### config.mk
export PLATFORM = sky130hd
export DESIGN_NAME = rom_stream_reader
export DESIGN_NICKNAME = d
export VERILOG_FILES = /design/src/rtl/rom_stream_reader.sv
export SDC_FILE = /design/constraint.sdc
export NUM_CORES = 1
export LEC_CHECK = 0
export ABC_AREA = 1
export BUFFER_PORTS_ARGS = -buffer_cell sky130_fd_sc_hd__buf_2
export CAP_MARGIN = 10
export CORE_UTILIZATION = 50
export CTS_CLUSTER_DIAMETER = 30
export DETAILED_ROUTE_END_ITERATION = 12
export PLACE_DENSITY_LB_ADDON = 0.08
export REMOVE_ABC_BUFFERS = 1
export SLEW_MARGIN = 10
export SYNTH_ARGS = -nofsm -noshare
export SYNTH_HDL_FRONTEND = slang
export SYNTH_SLANG_ARGS = --single-unit
### constraint.sdc
create_clock -name clk -period 1.5 [get_ports clk]
set_input_delay 0.15 -clock clk [delete_from_list [all_inputs] [get_ports clk]]
set_output_delay 0.15 -clock clk [all_outputs]
set_load 0.1 [all_outputs]
### src/rtl/rom_stream_reader.sv
// rom_stream_reader: address sequencer and output buffer sitting in front of
// an asynchronous-read ROM. It walks the window [first_addr..last_addr], with
// wrap through the top of the address space, and presents the words as a
// valid/ready stream. The sweep is either one-shot or looping.
//
// Optional build macro: ROM_READER_CHECKSUM_EN. When it is defined, the block
// adds a "checksum" output. That output is the modulo-2**DATA_WIDTH sum of
// every word the downstream consumer accepts.
//
// state   | meaning
// --------+---------------------------------------------------------------
// S_IDLE  | waiting for start; window registers hold the last sweep's values
// S_RUN   | fetching words; loads the output register whenever it is free
// S_DRAIN | final word is loaded; waiting for it to be accepted, then done

module rom_stream_reader #(
  parameter int DATA_WIDTH = 8,
  parameter int ADDR_WIDTH = 3
) (
  input  logic                  clk,
  input  logic                  rst_n,
  input  logic                  start,
  input  logic                  stop,
  input  logic [ADDR_WIDTH-1:0] first_addr,
  input  logic [ADDR_WIDTH-1:0] last_addr,
  input  logic                  loop,
  output logic [ADDR_WIDTH-1:0] rom_addr,
  input  logic [DATA_WIDTH-1:0] rom_q,
  output logic [DATA_WIDTH-1:0] m_data,
  output logic                  m_valid,
  input  logic                  m_ready,
  output logic                  busy,
  output logic                  done
`ifdef ROM_READER_CHECKSUM_EN
  ,
  output logic [DATA_WIDTH-1:0] checksum
`endif
);

  typedef enum logic [1:0] {
    S_IDLE  = 2'd0,
    S_RUN   = 2'd1,
    S_DRAIN = 2'd2
  } state_t;

  state_t                  state_q;
  logic [ADDR_WIDTH-1:0]   rom_addr_q;
  logic [ADDR_WIDTH-1:0]   first_q;
  logic [ADDR_WIDTH-1:0]   last_q;
  logic                    loop_q;
  logic [DATA_WIDTH-1:0]   m_data_q;
  logic                    m_valid_q;
  logic                    busy_q;
  logic                    done_q;

  logic                    load_d;
  logic [ADDR_WIDTH-1:0]   addr_inc_d;

  // The output register may take a new word when it is empty or is being drained this cycle.
  assign load_d     = !m_valid_q || m_ready;
  // Natural overflow gives the wrap through the top of the address space.
  assign addr_inc_d = rom_addr_q + ADDR_WIDTH'(1);

  // Sweep FSM; every output comes straight from a register.
  always_ff @(posedge clk or negedge rst_n) begin
    if (!rst_n) begin
      state_q    <= S_IDLE;
      rom_addr_q <= '0;
      first_q    <= '0;
      last_q     <= '0;
      loop_q     <= 1'b0;
      m_data_q   <= '0;
      m_valid_q  <= 1'b0;
      busy_q     <= 1'b0;
      done_q     <= 1'b0;
    end else begin
      done_q <= 1'b0;
      case (state_q)
        S_IDLE: begin
          if (start) begin
            first_q    <= first_addr;
            last_q     <= last_addr;
            loop_q     <= loop;
            rom_addr_q <= first_addr;
            busy_q     <= 1'b1;
            state_q    <= S_RUN;
          end
        end
        S_RUN: begin
          if (load_d) begin
            m_data_q  <= rom_q;
            m_valid_q <= 1'b1;
            if (rom_addr_q != last_q) begin
              rom_addr_q <= addr_inc_d;
            end else if (loop_q && !stop) begin
              rom_addr_q <= first_q;
            end else begin
              state_q <= S_DRAIN;
            end
          end
        end
        S_DRAIN: begin
          if (m_valid_q && m_ready) begin
            m_valid_q <= 1'b0;
            done_q    <= 1'b1;
            busy_q    <= 1'b0;
            state_q   <= S_IDLE;
          end
        end
        default: state_q <= S_IDLE;
      endcase
    end
  end

  assign rom_addr = rom_addr_q;
  assign m_data   = m_data_q;
  assign m_valid  = m_valid_q;
  assign busy     = busy_q;
  assign done     = done_q;

`ifdef ROM_READER_CHECKSUM_EN
  logic [DATA_WIDTH-1:0] checksum_q;

  // Running sum of accepted words; cleared by an accepted start, then held after done.
  always_ff @(posedge clk or negedge rst_n) begin
    if (!rst_n) begin
      checksum_q <= '0;
    end else if (state_q == S_IDLE && start) begin
      checksum_q <= '0;
    end else if (m_valid_q && m_ready) begin
      checksum_q <= checksum_q + m_data_q;
    end
  end

  assign checksum = checksum_q;
`endif

endmodule

==> results.toml <==
[drt]
routed_wl_mm = 2.12
vias = 889
first_pass_iters = 4
drt_iter0_markers = 9
wl_per_cell_um = 11.4
drtAntennaViolNets = 0
avgViaCountPerCell = 4.78
drc = 0

[placement]
dp_hpwl_mm = 1.68
portBuffers = 33
gp_congestion = 0.870

[layout]
drive_gt1_share_pct = 37.1
diodes = 0
fin_nets = 181
n_fill_cell = 181
final_util_pct = 67.3
syn_to_final_growth_pct = 21.5

[floorplanning]
std_cell_rows = 16
num_io_pins = 34
die_x_um = 49.6
die_h_um = 49.6
core_um2 = 2040
start_util_pct = 55.4
die_area_um2 = 2460

[synthesis]
synth_cells = 120
syn_area_um2 = 1130
yosysUniqueCellTypes = 22
ys_seq_elements = 23
yosysWarnings = 0
avgSynthCellArea_um2 = 9.43
seq_area_frac_synth_pct = 50.9

[global_route]
grt_max_degree = 24
antenna_found_initial = 0
grt_pass1_wl_mm = 3.68
grtUsageTotal_pct = 20.3
grt_overflow = 0
first_global_vias = 922

[critical_path]
crit_type = "flop to output port"
critPathMaxFanout = 5
critPathArrivalTime_ns = 1.22
crit_slowest_cell = "buf_2"
cp-end-kind = "output port"
worstPathCellList = "buf_2"
cp_slowest_stage_delay_ns = 0.46
path_delay_family = "buffers and inverters"
crit_required_ns = 1.35
path_buf_inv = 1
cp-start-kind = "flop"

[timing]
tns_ns = 0
fin_crit_ns = 1.37
setup_viol = 0
hold_viol = 0
worstMarginPinSlew_ns = 0.512
slew_headroom_pct = 65.9
period_share_pct = 91.2
fin_skew_ns = 0.00420
max_freq_mhz = 731
rsz0062_at_grt = "no"
finalMaxSlewViolations = 0

[clock_network]
h-tree-depth = 1
clk_latency_ns = 0.31
clk_pin_slew_ns = 0.13
cts_resized = 0
numCtsBuffers = 3
cts.sinks = 23
cts_tree = "yes"
cts_buffer_depth = 2
cts_root_buf = "clkbuf_4"

[flow_run]
maxCapViolCount = 0

[min_path]
hp-class = "primary input to flop"

[status]
status = "complete, no violations"
==> area by class of cell <==
| class | instances | area (um2) | share of cell area, % |
|---|---|---|---|
| clock buffers | 3 | 22.5 | 1.64 |
| clock inverters | 1 | 7.51 | 0.546 |
| inverters | 16 | 62.6 | 4.55 |
| multi-input cells | 80 | 482 | 35.1 |
| flip-flops and latches | 23 | 576 | 41.9 |
| well taps | 27 | 33.8 | 2.46 |
| repair buffers | 36 | 190 | 13.8 |
==> cells in the mapped netlist, drive strengths merged <==
cell   instances  area [um2]
nor2          12        68.8
dfrtp         23         576
o21ai          1        5.00
nand4          3        18.8
nand3          5        30.0
nand2         40         178
mux2          10         113
xnor2          2        25.0
a21oi          5        25.0
o22ai          1        6.26
buf            1        11.3
ha             1        12.5
inv           16        62.6
==> cell usage in the layout (no fill, tap or decap) <==
cell type / Yosys / layout
inv_2: 1 / 1
nand2_4: 3 / 3
nor2_1: 10 / 10
nand2_2: 2 / 2
nand3_2: 1 / 1
mux2_1: 1 / 1
ha_1: 1 / 1
mux2_2: 9 / 9
nand2_1: 35 / 35
buf_4: 0 / 2
buf_2: 0 / 33
nand3_1: 4 / 4
nor2_4: 1 / 1
inv_1: 14 / 14
a21oi_1: 5 / 5
o22ai_1: 1 / 1
nor2_8: 1 / 1
inv_4: 1 / 1
xnor2_1: 1 / 1
clkinvlp_4: 0 / 1
o21ai_0: 1 / 1
clkbuf_4: 0 / 3
dlygate4sd3_1: 0 / 1
dfrtp_1: 23 / 23
xnor2_2: 1 / 1
nand4_1: 3 / 3
==> per-layer routing <==
layer / wire (um) / vias to the layer above / GRT usage, % / share of wire (%)
li1: - / 454 / - / -
met1: 882 / 395 / 22.6 / 42
met2: 1080 / 34 / 36.0 / 51
met3: 102 / 6 / 3.70 / 4.8
met4: 54 / 0 / 11.0 / 2.5
met5: 0 / - / 0 / 0
==> per-stage QoR <==
stage          hold WS (ns)  instances  instance area (um2)  worst slack, ns
2_1_floorplan        -0.146        119                 1120           -0.312
3_3_place_gp          0.146        181                 1330            0.208
3_5_place_dp          0.144        181                 1330            0.152
4_1_cts              0.0388        186                 1370            0.118
5_1_grt              0.0383        186                 1370          0.00759
6_report             0.0411        186                 1370            0.132
==> timing repair <==
action / in CTS / in global routing
hold buffers: 1 / 0
buffers inserted: 0 / 0
hold endpoints to repair: 23 / 0
==> state kept, by name, summed over array words and instances, names as in the netlist <==
signal / flops
m_data: 8
first_q: 3
last_q: 3
rom_addr: 3
state_q: 2
busy: 1
done: 1
loop_q: 1
m_valid: 1
==> path summary, 6_finish.rpt <==
path	start	end	slack (ns)	cells past startpoint
setup / recovery	rom_addr[2]	rom_addr[2]	0.13	1
hold / removal	rom_q[6]	m_data[6]	0.04	2
setup reg to reg	state_q[0]	first_q[0]	0.14	5
hold reg to reg	m_data[6]	m_data[6]	0.51	1
max in group asynchronous	rst_n	first_q[2]	0.83	2
min in group asynchronous	rst_n	done	0.32	2
==> cell families (layout without fill, tap and decap cells) <==
kind of cell / Yosys count / in the layout / share of synthesized area (%)
flops: 23 / 23 / 50.9
xor+xnor: 2 / 2 / 2.21
compound gates: 7 / 7 / 3.21
buf+inv: 17 / 56 / 6.53
mux: 10 / 10 / 9.96
simple gates: 60 / 60 / 26.1
fa+ha+maj: 1 / 1 / 1.11
Power is not shown: default switching activity piles up to over one toggle a cycle in this logic, so the estimate is an artifact.
